### src/rtl/mips_isa_pkg.sv
// mips_isa_pkg: opcode constants, instruction-format and loader state enums shared by the MIPS front end.
package mips_isa_pkg;
  localparam logic [5:0] OP_RTYPE = 6'h00;
  localparam logic [5:0] OP_J     = 6'h02;
  localparam logic [5:0] OP_JAL   = 6'h03;
  localparam logic [5:0] OP_BEQ   = 6'h04;
  localparam logic [5:0] OP_BNE   = 6'h05;
  localparam logic [5:0] OP_ADDI  = 6'h08;
  localparam logic [5:0] OP_ANDI  = 6'h0c;
  localparam logic [5:0] OP_ORI   = 6'h0d;
  localparam logic [5:0] OP_LUI   = 6'h0f;
  localparam logic [5:0] OP_LW    = 6'h23;
  localparam logic [5:0] OP_SW    = 6'h2b;
  typedef enum logic [1:0] {FMT_R, FMT_I, FMT_J, FMT_ILLEGAL} fmt_e;
  typedef enum logic [1:0] {S_IDLE, S_LOAD, S_DONE} state_e;
  function automatic fmt_e op_format(input logic [5:0] op);
    return (op == OP_RTYPE) ? FMT_R :
           (op inside {OP_J, OP_JAL}) ? FMT_J :
           (op inside {OP_ADDI, OP_ANDI, OP_ORI, OP_LUI, OP_BEQ, OP_BNE, OP_LW, OP_SW}) ? FMT_I :
           FMT_ILLEGAL;
  endfunction
endpackage

### src/rtl/instr_field_encoder.sv
// instr_field_encoder: packs instruction fields into an R/I/J word and reports the selected format.
module instr_field_encoder
  import mips_isa_pkg::*;
(
  input  logic [5:0]  op_i,
  input  logic [4:0]  rs_i,
  input  logic [4:0]  rt_i,
  input  logic [4:0]  rd_i,
  input  logic [4:0]  shamt_i,
  input  logic [5:0]  funct_i,
  input  logic [15:0] imm_i,
  input  logic [25:0] target_i,
  output logic [31:0] word_o,
  output fmt_e        fmt_o
);
  logic [4:0] rs_eff;
  always_comb begin
    fmt_o  = op_format(op_i);
    rs_eff = (op_i == OP_LUI) ? 5'd0 : rs_i;
    word_o = (fmt_o == FMT_R) ? {op_i, rs_i, rt_i, rd_i, shamt_i, funct_i} :
             (fmt_o == FMT_J) ? {op_i, target_i} :
             (fmt_o == FMT_I) ? {op_i, rs_eff, rt_i, imm_i} : 32'd0;
  end
endmodule

### src/rtl/instr_encoder_loader.sv
// instr_encoder_loader: accepts instruction field bundles, encodes them and writes them
// to consecutive instruction-memory word addresses.
module instr_encoder_loader
  import mips_isa_pkg::*;
#(
  parameter int ADDR_WIDTH = 8,
  parameter int BASE_ADDR  = 0
) (
  input  logic                  clk,
  input  logic                  reset,
  input  logic                  start,
  input  logic                  in_valid,
  output logic                  in_ready,
  input  logic                  in_last,
  input  logic [5:0]            in_op,
  input  logic [4:0]            in_rs,
  input  logic [4:0]            in_rt,
  input  logic [4:0]            in_rd,
  input  logic [4:0]            in_shamt,
  input  logic [5:0]            in_funct,
  input  logic [15:0]           in_imm,
  input  logic [25:0]           in_target,
  output logic                  mem_we,
  output logic [ADDR_WIDTH-1:0] mem_addr,
  output logic [31:0]           mem_wdata,
  output logic                  busy,
  output logic                  done,
  output logic                  err_illegal,
  output logic                  full,
  output logic [ADDR_WIDTH:0]   word_count
);
  state_e                state_q;
  logic [ADDR_WIDTH-1:0] addr_q;
  logic [ADDR_WIDTH-1:0] waddr_q;
  logic [ADDR_WIDTH:0]   cnt_q;
  logic [31:0]           wdata_q;
  logic                  we_q;
  logic                  err_q;
  logic                  full_q;
  logic [31:0]           word;
  fmt_e                  fmt;

  instr_field_encoder u_enc (
    .op_i     (in_op),
    .rs_i     (in_rs),
    .rt_i     (in_rt),
    .rd_i     (in_rd),
    .shamt_i  (in_shamt),
    .funct_i  (in_funct),
    .imm_i    (in_imm),
    .target_i (in_target),
    .word_o   (word),
    .fmt_o    (fmt)
  );

  always_ff @(posedge clk or posedge reset) begin
    if (reset) begin
      state_q <= S_IDLE;
      addr_q  <= '0;
      waddr_q <= '0;
      cnt_q   <= '0;
      wdata_q <= '0;
      we_q    <= 1'b0;
      err_q   <= 1'b0;
      full_q  <= 1'b0;
    end else begin
      we_q <= 1'b0;
      if (state_q != S_LOAD && start) begin
        state_q <= S_LOAD;
        addr_q  <= ADDR_WIDTH'(BASE_ADDR);
        cnt_q   <= '0;
        err_q   <= 1'b0;
        full_q  <= 1'b0;
      end else if (state_q == S_LOAD && in_valid) begin
        if (fmt == FMT_ILLEGAL) begin
          err_q <= 1'b1;
          if (in_last) state_q <= S_DONE;
        end else begin
          we_q    <= 1'b1;
          waddr_q <= addr_q;
          wdata_q <= word;
          cnt_q   <= cnt_q + 1'b1;
          // the top address ends the session instead of wrapping the counter
          if (&addr_q) begin
            state_q <= S_DONE;
            full_q  <= ~in_last;
          end else begin
            addr_q <= addr_q + 1'b1;
            if (in_last) state_q <= S_DONE;
          end
        end
      end
    end
  end

  assign in_ready    = (state_q == S_LOAD);
  assign busy        = (state_q == S_LOAD);
  assign done        = (state_q == S_DONE);
  assign mem_we      = we_q;
  assign mem_addr    = waddr_q;
  assign mem_wdata   = wdata_q;
  assign err_illegal = err_q;
  assign full        = full_q;
  assign word_count  = cnt_q;
endmodule

### config.mk
export PLATFORM = sky130hd
export DESIGN_NAME = instr_encoder_loader
export DESIGN_NICKNAME = d
export VERILOG_FILES = /design/src/rtl/mips_isa_pkg.sv /design/src/rtl/instr_field_encoder.sv /design/src/rtl/instr_encoder_loader.sv
export SDC_FILE = /design/constraint.sdc
export NUM_CORES = 1
export LEC_CHECK = 0
export ABC_AREA = 1
export BUFFER_PORTS_ARGS = -buffer_cell sky130_fd_sc_hd__clkbuf_2
export CORE_MARGIN = 1.5
export CORE_UTILIZATION = 30
export DETAILED_ROUTE_END_ITERATION = 8
export PLACE_DENSITY = 0.62
export SYNTH_ARGS = -nofsm -noshare
export SYNTH_HDL_FRONTEND = slang
export SYNTH_HIERARCHICAL = 1
export SYNTH_SLANG_ARGS = --single-unit
export TNS_END_PERCENT = 5
### constraint.sdc
create_clock -name clk -period 2.3 [get_ports clk]
set_input_delay 0.23 -clock clk [delete_from_list [all_inputs] [get_ports clk]]
set_output_delay 0.23 -clock clk [all_outputs]
set_load 0.005 [all_outputs]
==> qor.txt <==
Pin slew with the least headroom to its limit: 0.801 ns
CTS root buffer: clkbuf_16
RSZ-0062 raised after global routing: no
Top post-synthesis cells by area: dfrtp_1, nand2_1, nand3_1, inv_1, nor2_1
Final Instance Count excl. Fillers: 768
Crit Reg-Reg Startpoint: state_q[1]
Flop-to-flop setup slack: 0.66 ns
Initial antenna violation count: 0
Arrival @ worst endpoint: 2.10 ns
Post-DR vias/cell: 4.55
H-tree levels: 3
Cell depth of the worst setup path: 13
Min-delay src: start
Fillers: 1229
Post-route minimum period: 1.85 ns
Worst R2R End: addr_q[4]
Crit path required time: 2.55 ns
Cell area after synthesis: 3520 um2
Crit end category: register
Die area: 12400 um2
Syn_nets: 571
Number of failing hold endpoints at the final stage: 0
Run status: completed
Pre-antenna DRT Iters: 6
Setup CP Type: input port to register
DIE HEIGHT: 111 um
Worst hold path type: input port to register
Share of layout cells above drive strength 1: 27.8%
Area added between synthesis and finish: 29.6%
Antenna Cells: 0
Seq/Total Area, Yosys: 44.0%
Hold Path Depth: 2
Detail Route Antenna Nets: 0
Setup TNS Final: 0 ns
Bufs and invs on worst path: 3
CORE AREA: 11400 um2
Mapped Avg Cell Area: 7.19 um2
Met2 routed wirelength: 4320 um
DR vias: 3496
Worst Clk Skew: 0.00845 ns
First-pass GRT wire length: 15600 um
CTS Hold Bufs: 1
Max-cap violations: 0
Port Buffers: 133
Final WL: 9210 um
WL/cell: 12.0 um
Finished Core Util: 40.0%
Starting density of the core: 30.8%
Post-synthesis instance total: 490
Pwr Density: 800 nW/um2
Synth Warn #: 6
Yosys top cell area share: 44.0%
Post-synth cell types: 30
Hpwl dp: 6850 um
Post-cts sizing count: 0
CTS sink cnt: 62
Wire length on met1: 4190 um
CTS tree: built
Largest net degree at the start of global routing: 50
Synth Register Bits: 62
Clk_lat worst skew: 0.32 ns
Vias in the first global route: 3422
Slew Viols, Final: 0
DIE WIDTH: 111 um
Final period util: 80.6%
Met3 wire len: 470 um
Std cell rows: 39
Max incr delay on CP: 0.45 ns
Reg2Reg Depth: 8
Fmax: 540 MHz
CTS buffer count: 9
Setup Fix Bufs, Post-CTS: 0
Clock slew at reported path FFs: 0.05 ns
Crit path cell chain: clkbuf_2 -> nor2_4 -> nand3_4 -> nor2_4 -> nor2_1 -> nand2_1 -> inv_1 -> nor2_4 -> buf_4 -> nand3_1 -> nand2_1 -> nand2_1 -> nor2_1
Leak Pwr: 2.62 nW
CP Launch Type: input port
Peak supply drop: 0.000418 V
Setup-failing EPs final: 0
Initial DRC Count: 161
Critical-path maximum fanout: 47
Top Metal Used: met4
Gpl congestion: 0.776
Grt total ovfl: 0
Max clock buf depth: 2
Final nets: 701
Tot GR Track Use: 15.3%
Boundary Pins: 134
Drc violations: 0
Worst path slowest cell: buf_4
Worst slew margin: 46.5%
Hold path endpoint: state_q[1]
Delay-heaviest family, CP: simple AND/OR/NAND/NOR gates
Largest area contributor in the netlist: dfrtp_1
Post-placement cell count: 751
## synthesized netlist by cell type, drive strengths merged
| master | n |
|---|---|
| nor2 | 36 |
| ha | 2 |
| conb | 1 |
| nand2 | 255 |
| dfrtp | 62 |
| inv | 34 |
| a31oi | 1 |
| clkbuf | 2 |
| o221ai | 1 |
| o211ai | 1 |
| o21bai | 2 |
| a21oi | 1 |
| nand3 | 47 |
| nand4 | 5 |
| o21ai | 14 |
| a22o | 1 |
| xnor2 | 1 |
| o22ai | 1 |
| a21boi | 5 |
| buf | 18 |
## worst reg2reg max path: stages (launching register included)
cell     delay (ns)
dfrtp_1        0.37
inv_2          0.08
nand3_2        0.13
nor2_4         0.12
buf_4          0.45
nand3_1        0.19
nand2_1        0.09
nand2_1        0.04
nor2_1         0.10
## final cells by class
type | count | area, um2 | area share, %
Clock buffer | 12 | 246 | 5.40
Timing Repair Buffer | 139 | 726 | 15.9
Clock inverter | 4 | 70.1 | 1.54
Inverter | 34 | 128 | 2.80
Sequential cell | 62 | 1550 | 34.0
Tap cell | 143 | 179 | 3.92
Multi-Input combinational cell | 374 | 1660 | 36.5
## per-stage QoR
stage | instance area (um2) | power, W | setup WS [ns] | hold slack [ns]
after floorplan | 3520 | 0.00188 | 0.529 | 0.374
after global placement | 4240 | 0.00222 | 0.178 | 0.265
after detailed placement | 4240 | 0.00224 | 0.0904 | 0.274
after CTS | 4560 | 0.00371 | 0.416 | 0.163
after global routing | 4560 | 0.00388 | 0.202 | 0.176
final | 4560 | 0.00365 | 0.446 | 0.165
## worst max path at each step
stage | startpoint | to | slack [ns]
after floorplan | reset | addr_q[0] | 0.53
after global routing | in_op[5] | addr_q[3] | 0.20
after detailed placement | in_op[5] | addr_q[4] | 0.09
after CTS | in_op[5] | addr_q[4] | 0.42
after global placement | in_op[5] | addr_q[5] | 0.18
final | in_op[5] | addr_q[4] | 0.45
## state kept, by name, indices dropped and copies added (netlist names)
signal       flops
full             1
state_q          2
addr_q           8
mem_we           1
mem_addr         8
word_count       9
mem_wdata       32
err_illegal      1
## logic make-up (layout without fill, tap and decap cells)
family / after synthesis / after routing / share of synthesized area, %
compound gates: 27 / 27 / 4.69
xor+xnor: 1 / 1 / 0.249
fa+ha+maj: 2 / 2 / 0.710
buf+inv: 54 / 189 / 8.70
flops: 62 / 62 / 44.0
other cells: 1 / 1 / 0.106
simple gates: 343 / 343 / 41.5
## routing by layer
| metal | global-route usage (%) | up-vias |
|---|---|---|
| li1 | - | 1785 |
| met1 | 19.1 | 1585 |
| met2 | 25.5 | 107 |
| met3 | 3.32 | 19 |
| met4 | 7.00 | 0 |
| met5 | 0 | - |
## cells in the final DEF (no fill, tap or decap), types with 2 or more instances in the layout
master,instances
o21bai_1,2
nand2_1,254
bufinv_16,2
clkinv_2,2
clkbuf_2,133
o21ai_1,2
nor2_1,31
o21ai_0,12
inv_1,30
clkbuf_1,2
clkbuf_16,9
nor2_4,4
a21boi_0,5
inv_2,4
ha_1,2
dfrtp_1,62
nand3_1,35
nand3_2,11
nand4_1,5
buf_4,4
## report_power, final
part / switching (W) / internal, W / total (W)
clock network: 0.000463 / 0.000974 / 0.00144
registers: 0.000148 / 0.00129 / 0.00144
logic: 0.000452 / 0.000321 / 0.000773
total: 0.00106 / 0.00259 / 0.00365
Note: power is estimated with default switching activity, not from simulation.
